<file path="config.mk">
export PLATFORM = sky130hd
export DESIGN_NAME = digest_tx
export DESIGN_NICKNAME = d
export VERILOG_FILES = /design/src/rtl/digest_tx_pkg.sv /design/src/rtl/digest_tx.sv
export SDC_FILE = /design/constraint.sdc
export NUM_CORES = 1
export LEC_CHECK = 0
export BUFFER_PORTS_ARGS = -buffer_cell sky130_fd_sc_hd__buf_2
export CORE_MARGIN = 5
export CORE_UTILIZATION = 30
export CTS_CLUSTER_DIAMETER = 50
export DETAILED_ROUTE_END_ITERATION = 10
export PLACE_DENSITY = 0.54
export SLEW_MARGIN = 30
export SYNTH_ARGS = -nofsm -noshare
export SYNTH_HDL_FRONTEND = slang
export SYNTH_SLANG_ARGS = --single-unit
</file>
<file path="constraint.sdc">
create_clock -name clk -period 13.9 [get_ports clk]
set_input_delay 4.17 -clock clk [delete_from_list [all_inputs] [get_ports clk]]
set_output_delay 4.17 -clock clk [all_outputs]
set_load 0.01 [all_outputs]
</file>
<file path="src/rtl/digest_tx_pkg.sv">
// Shared types and constants for the SHA-256 digest byte-serial transmitter.
// nib2ascii maps a nibble to its lowercase ASCII hex character.
package digest_tx_pkg;

  typedef enum logic [1:0] {
    IDLE = 2'd0,
    DATA = 2'd1,
    CR   = 2'd2,
    LF   = 2'd3
  } tx_state_t;

  localparam logic [7:0] ASCII_CR  = 8'h0D;
  localparam logic [7:0] ASCII_LF  = 8'h0A;
  localparam int         RAW_BYTES = 32;
  localparam int         HEX_CHARS = 64;

  function automatic logic [7:0] nib2ascii(input logic [3:0] nib);
    logic [7:0] ch;
    if (nib < 4'd10) ch = 8'h30 + {4'h0, nib};
    else             ch = 8'h57 + {4'h0, nib};
    return ch;
  endfunction

endpackage

</file>
<file path="src/rtl/digest_tx.sv">
// Captures fin_hash on hash_done and streams it as raw bytes or lowercase hex,
// optionally followed by CR/LF, over a registered valid/ready interface.
module digest_tx
  import digest_tx_pkg::*;
#(
  parameter bit HEX_ASCII  = 1'b1,
  parameter bit APPEND_EOL = 1'b1
) (
  input  logic         clk,
  input  logic         rst,
  input  logic         hash_done,
  input  logic [255:0] fin_hash,
  output logic         tx_valid,
  output logic [7:0]   tx_data,
  input  logic         tx_ready,
  output logic         busy,
  output logic         drop_pulse,
  output tx_state_t    dbg_state
);

  // Handshake: a character moves when tx_valid && tx_ready at a rising edge;
  // tx_data is held unchanged while tx_valid is high and tx_ready is low.

  localparam logic [5:0] LAST_IDX = HEX_ASCII ? 6'(HEX_CHARS - 1) : 6'(RAW_BYTES - 1);

  tx_state_t    state_q, state_d;
  logic [5:0]   idx_q, idx_d;
  logic [255:0] shadow_q, shadow_d;
  logic [7:0]   tx_data_q, tx_data_d;
  logic         drop_q, drop_d;

  logic         xfer;
  logic         final_xfer;
  logic         accept;
  logic [3:0]   sel_nib;
  logic [7:0]   sel_byte;

  assign xfer       = tx_valid && tx_ready;
  // The last character of the whole stream frees the shadow for a new digest.
  assign final_xfer = xfer && ((state_q == LF) ||
                               (!APPEND_EOL && state_q == DATA && idx_q == LAST_IDX));
  assign accept     = hash_done && ((state_q == IDLE) || final_xfer);

  always_comb begin
    state_d  = state_q;
    idx_d    = idx_q;
    shadow_d = shadow_q;
    drop_d   = hash_done && !accept;
    case (state_q)
      DATA: if (xfer) begin
        if (idx_q == LAST_IDX) begin
          idx_d   = 6'd0;
          state_d = APPEND_EOL ? CR : IDLE;
        end else begin
          idx_d = idx_q + 6'd1;
        end
      end
      CR:      if (xfer) state_d = LF;
      LF:      if (xfer) state_d = IDLE;
      default: state_d = IDLE;
    endcase
    if (accept) begin
      shadow_d = fin_hash;
      idx_d    = 6'd0;
      state_d  = DATA;
    end
  end

  // Next character is selected from next-state values so tx_data is registered.
  always_comb begin
    sel_nib   = shadow_d[{~idx_d, 2'b00} +: 4];
    sel_byte  = shadow_d[{~idx_d[4:0], 3'b000} +: 8];
    tx_data_d = 8'h00;
    case (state_d)
      DATA:    tx_data_d = HEX_ASCII ? nib2ascii(sel_nib) : sel_byte;
      CR:      tx_data_d = ASCII_CR;
      LF:      tx_data_d = ASCII_LF;
      default: tx_data_d = 8'h00;
    endcase
  end

  always_ff @(posedge clk or posedge rst) begin
    if (rst) begin
      state_q   <= IDLE;
      idx_q     <= 6'd0;
      shadow_q  <= '0;
      tx_data_q <= 8'h00;
      drop_q    <= 1'b0;
    end else begin
      state_q   <= state_d;
      idx_q     <= idx_d;
      shadow_q  <= shadow_d;
      tx_data_q <= tx_data_d;
      drop_q    <= drop_d;
    end
  end

  assign tx_valid   = (state_q != IDLE);
  assign busy       = (state_q != IDLE);
  assign tx_data    = tx_data_q;
  assign drop_pulse = drop_q;
  assign dbg_state  = state_q;

endmodule

</file>
== Word-level counts from Yosys, hierarchy flattened ==
Index checks and enable logic that the tools add are counted.

* Logic and storage cells: 39
* Bits in latches: 0
* Bits in read-only memories: 0
* Bits in writable memories: 0
* Input bits: 260
* Output and inout port bits: 13
* Memories kept: 0
* Register bits: 273

* Equality and inequality tests: 7
* Bitwise operators: 1
* Div/mod/pow operators: 0
* Mux-type cells: 13
* $lt $le $gt $ge: 1
* Add/subtract/negate cells: 3
* Reduce and logical (&&, ||, !) cells: 8
* Shift operators: 1
* $mul: 0

{| class="wikitable"
|+ Operator list
! kind !! number
|-
| 2-to-1 mux 256 bit || 1
|-
| variable part select 256 x 9 -> 4 bit || 1
|-
| 2-to-1 mux 6 bit || 4
|-
| one-hot mux 8 bit (3 select lines) || 1
|-
| 2-to-1 mux 2 bit || 5
|-
| adder 7 x 4 -> 8 bit (first input constant) || 1
|-
| equality test 2 bit (second input constant) || 4
|-
| 2-to-1 mux 8 bit || 1
|-
| adder 6 x 4 -> 7 bit (first input constant) || 1
|-
| adder 6 x 1 -> 6 bit (second input constant) || 1
|-
| equality test 6 bit (second input constant) || 1
|-
| inverter 6 bit || 1
|-
| one-hot mux 2 bit (3 select lines) || 1
|-
| equality test 2 x 1 -> 1 bit (second input constant) || 2
|-
| logical AND 1 bit || 4
|-
| less-than comparator 4 bit (second input constant) || 1
|-
| logical NOT 2 bit || 1
|-
| nonzero test 2 bit || 1
|-
| logical NOT 1 bit || 1
|-
| logical OR 1 bit || 1
|}

== Depth between registers and ports, before layout ==
* Depth after elaboration: 11
* Gate-level depth with buffers: 19
* Gate-level depth less buffers: 16

== Worst setup path before layout ==
Ideal clock, no wire load.

* Path kind: input port to flip-flop
* Start: input hash_done
* End: register tx_data_q[2], in the netlist tx_data[2]
* Data arrival time: 6.587 ns
* Cell stages on the path: 17
* Library setup time: 0.135 ns
* Required time: 13.765 ns
* Path buffers: 2
* Slack: 7.178 ns
* Path through: buf_6 > a21boi_1 > o21ai_1 > and2_1 > inv_2 > buf_1 > nor3_1 > o21ai_0 > o2111ai_1 > a211oi_1 > nor3_1 > a221o_1 > ha_1 > inv_1 > nor2_1 > nand4b_1 > o311ai_1

* Longest elaborated chain between the ends: 7
* Elaborated cells between the ends (all ways): 14
* Classes of those cells: add/sub: 2; order compare: 1; eq/ne: 3; shift: 1; mux: 5; bitwise: 1; reduce/logical: 1

{| class="wikitable"
|+ Ends and longest elaborated chain
! what !! line !! text
|-
| start: declaration || digest_tx.sv:11 || <nowiki>input logic hash_done,</nowiki>
|-
| logical AND 1 bit (*) || digest_tx.sv:42 || <nowiki>assign accept = hash_done && ((state_q == IDLE) || final_xfer);</nowiki>
|-
| 2-to-1 mux 6 bit || digest_tx.sv:62 || <nowiki>if (accept) begin</nowiki>
|-
| inverter 6 bit || digest_tx.sv:71 || <nowiki>sel_nib = shadow_d[{~idx_d, 2'b00} +: 4];</nowiki>
|-
| variable part select 256 x 9 -> 4 bit || digest_tx.sv:71 ||
|-
| adder 7 x 4 -> 8 bit, or another cell as far along || digest_tx_pkg.sv:20 || <nowiki>else ch = 8'h57 + {4'h0, nib};</nowiki>
|-
| 2-to-1 mux 8 bit || digest_tx_pkg.sv:19 || <nowiki>if (nib < 4'd10) ch = 8'h30 + {4'h0, nib};</nowiki>
|-
| one-hot mux 8 bit (3 select lines) (*) || digest_tx.sv:74 || <nowiki>case (state_d)</nowiki>
|-
| via tx_data_d[2] || digest_tx.sv:29 || <nowiki>logic [7:0] tx_data_q, tx_data_d;</nowiki>
|-
| end signal: assignment || digest_tx.sv:93 || <nowiki>tx_data_q <= tx_data_d;</nowiki>
|-
| end: declaration || digest_tx.sv:29 ||
|}

The timed path passes the listed nets; every way through them passes the cells marked *.

== Worst setup path after layout ==
* Start: input tx_ready
* End: register tx_data_q[1], in the netlist tx_data[1]

* Longest elaborated chain between the ends: 10
* Elaborated cells between the ends (all ways): 23
* Classes of those cells: add/sub: 2; order compare: 1; eq/ne: 3; shift: 1; mux: 11; bitwise: 1; reduce/logical: 4

{| class="wikitable"
|+ Ends and longest elaborated chain
! what !! line !! text
|-
| start: declaration || digest_tx.sv:15 || <nowiki>input logic tx_ready,</nowiki>
|-
| logical AND 1 bit (*) || digest_tx.sv:38 || <nowiki>assign xfer = tx_valid && tx_ready;</nowiki>
|-
| logical AND 1 bit || digest_tx.sv:40 || <nowiki>assign final_xfer = xfer && ((state_q == LF) ||</nowiki>
|-
| logical OR 1 bit || digest_tx.sv:42 ||
|-
| logical AND 1 bit || digest_tx.sv:42 ||
|-
| 2-to-1 mux 6 bit || digest_tx.sv:62 ||
|-
| inverter 6 bit || digest_tx.sv:71 ||
|-
| variable part select 256 x 9 -> 4 bit || digest_tx.sv:71 ||
|-
| adder 7 x 4 -> 8 bit, or another cell as far along || digest_tx_pkg.sv:20 ||
|-
| 2-to-1 mux 8 bit || digest_tx_pkg.sv:19 ||
|-
| one-hot mux 8 bit (3 select lines) (*) || digest_tx.sv:74 ||
|-
| via tx_data_d[1] || digest_tx.sv:29 ||
|}

Marks and branches as above.

==> flow_summary.ini <==
[final_layout]
nFillCells = 4748
drive_gt1_share_pct = 23.4
fin_cells = 2439
diodes = 0
area_growth_pct = 21.0
finalNetCount = 2072
final_cell_area_um2 = 16700

[route]
wl_per_cell_um = 21.2
num_vias = 12600
drtIter0Drc = 1096
routed_wl_mm = 51.6
first_pass_iters = 6
drc = 0
postRouteAntennaNets = 0
via_per_inst = 5.18

[worst_setup_path]
critPathLaunchType = input port
endpoint_kind = register
reg2reg_from = dbg_state[0]
critPathArrivalTime_ps = 8550
startpoint = tx_ready
crit_required_ps = 14360
crit_path_max_fanout = 20
rrSetupSlack_ps = 9090
path_class = in -> reg

[sta]
finalMaxSlewViolations = 0
setup_ws_ps = 5810
setup_viol = 0
layout_min_cycle_time_ps = 8090
slew_headroom_pct = 35.4
fin_skew_ps = 21.3
worst_pin_slew_ps = 967
hold_violations = 0
fin_crit_sh_pct = 58.2
rsz0062_at_grt = false
fin_setup_tns_ps = 0
fmax_mhz = 124

[logic_synthesis]
syn-num-nets = 1864
syn_area_per_cell_um2 = 8.63
yosysSeqAreaShare_pct = 49.3
synth_commonest_cells = nand2_1, dfrtp_1, nor2_1, clkbuf_1, a21oi_1
synth_cells = 1602
synth_flop_cell = dfrtp_1
synth_edf_count = 0
netlist-cell-type-count = 87
ys_top_cells_by_area = dfrtp_1, nand2_1, mux2_2, nor2_1, mux2i_1
synth_largest_area_cell = dfrtp_1
yosysWarnings = 0
syn_area_um2 = 13800
synth.most_common_cell = nand2_1
async_reset_ff_share_pct = 100
ys_seq_elements = 272
synth_top_area_share_pct = 49.3

[clock_tree]
h-tree-depth = 2
clk_pin_slew_worst_paths_ps = 60
cts-root-buf = clkbuf_16
clk_latency_ps = 530
hold_buffers = 0
clock-sinks = 272
post-cts-setup-buffers = 0
cts_buffer_depth = 3
postCtsResizedCells = 0
cts-buffers-inserted = 37
cts_tree = done

[place]
pre_cts_ws_ps = 5440
gp_congestion = 0.880
place_hpwl_mm = 37.2
place_area_um2 = 15400
io_buffers = 271
dp_cells = 2371

[floorplanning]
start_util_pct = 30.4
dieArea_um2 = 50500
die_w_um = 225
core-area_um2 = 45500
core.rowCount = 78
die_y_um = 225
io_pins = 273

[power]
leakagePower_nw = 8.26
ir_drop_uv = 118
total_power_w = 0.00432
p_per_area_nw_per_um2 = 258

[grt]
first_global_vias = 12800
grt_max_degree = 132
overflow = 0
antenna_found_initial = 4
grt_use_met1_pct = 28.6
use_met2_pct = 30.2
grt_use_total_pct = 19.9
use_met3_pct = 3.93
grt.busiest_layer = met2
grt_pass1_wl_mm = 78.3

[outcome]
outcome = completed

[min_path]
min-delay-start = shadow_q[220]
hp-class = reg -> reg

[run]
cap_violations = 0
final cells by class:
type / count / area, µm² / area share (%)
Clock inverter: 21 / 215 / 1.29
Tap cell: 600 / 751 / 4.49
Inverter: 16 / 82.6 / 0.494
Clock buffer: 47 / 1060 / 6.31
Timing Repair Buffer: 290 / 1510 / 9.03
Sequential cell: 272 / 6810 / 40.7
Multi-Input combinational cell: 1193 / 6300 / 37.7
metal layers:
layer	share of wire, %	up-vias
li1	-	5920
met1	45	6125
met2	44	500
met3	7.0	95
met4	3.2	6
met5	0.097	-
logic make-up (layout without fill, tap and decap cells):
group / Yosys count / count (layout) / share of synthesized area [%]
AO/OA/AOI/OAI: 297 / 297 / 15.5
flip-flops: 272 / 272 / 49.3
AND/OR/NAND/NOR: 821 / 821 / 24.2
XOR/XNOR: 3 / 3 / 0.190
other: 1 / 1 / 0.0271
adder cells (fa/ha/maj): 2 / 2 / 0.181
multiplexers: 69 / 69 / 5.41
buffers and inverters: 137 / 374 / 5.24
cell usage in the layout (no fill, tap or decap), drive strengths merged, types with 5 or more instances in the layout:
cell type,netlist,layout
a211oi,20,20
a21oi,47,47
a311oi,6,6
a31oi,22,22
and3,11,11
buf,73,290
clkbuf,48,47
clkinv,2,11
dfrtp,272,272
inv,14,21
mux2,45,45
mux2i,24,24
nand2,636,636
nand3,34,34
nand4,8,8
nand4b,5,5
nor2,78,78
nor3,22,22
o2111ai,6,6
o211ai,15,15
o21a,5,5
o21ai,48,48
o221a,5,5
o221ai,30,30
o22ai,31,31
o311ai,7,7
o31ai,6,6
o32ai,8,8
report_power, final:
group / total [W] / leakage (nW) / switching, W / internal (W)
combinational: 0.00197 / 4.20 / 0.00128 / 0.000698
sequential: 0.00137 / 3.44 / 0.000234 / 0.00114
clock: 0.000969 / 0.622 / 0.000382 / 0.000587
total: 0.00432 / 8.26 / 0.00189 / 0.00242
worst paths after layout:
kind                                      end  depth (start not counted)
max in group asynchronous       shadow_q[224]                          3
worst max-delay path               tx_data[1]                         13
worst min-delay path            shadow_q[220]                          2
worst max register to register     tx_data[1]                         13
min in group asynchronous        shadow_q[91]                          2
worst min register to register  shadow_q[220]                          2
critical path: stages:
cell	delay, ps
buf_2	210
nand3b_1	720
nand2_1	540
nand2_1	580
buf_4	330
a21boi_0	110
o21ai_0	190
a22oi_1	110
a2111oi_1	750
o311ai_2	290
o21a_1	240
a21oi_1	140
o21a_1	150
state kept, by name (all words and copies together) (netlist names):
signal and count:
dbg_state 2, tx_data 7, drop_pulse 1, shadow_q 256, idx_q 6
stage by stage:
stage	utilization, %	hold slack, ps
floorplan	-	437
global placement	33.9	451
detailed placement	33.9	458
finish	36.8	469
global route	36.8	493
CTS	36.7	473
Power figures use the tool's default switching activity.
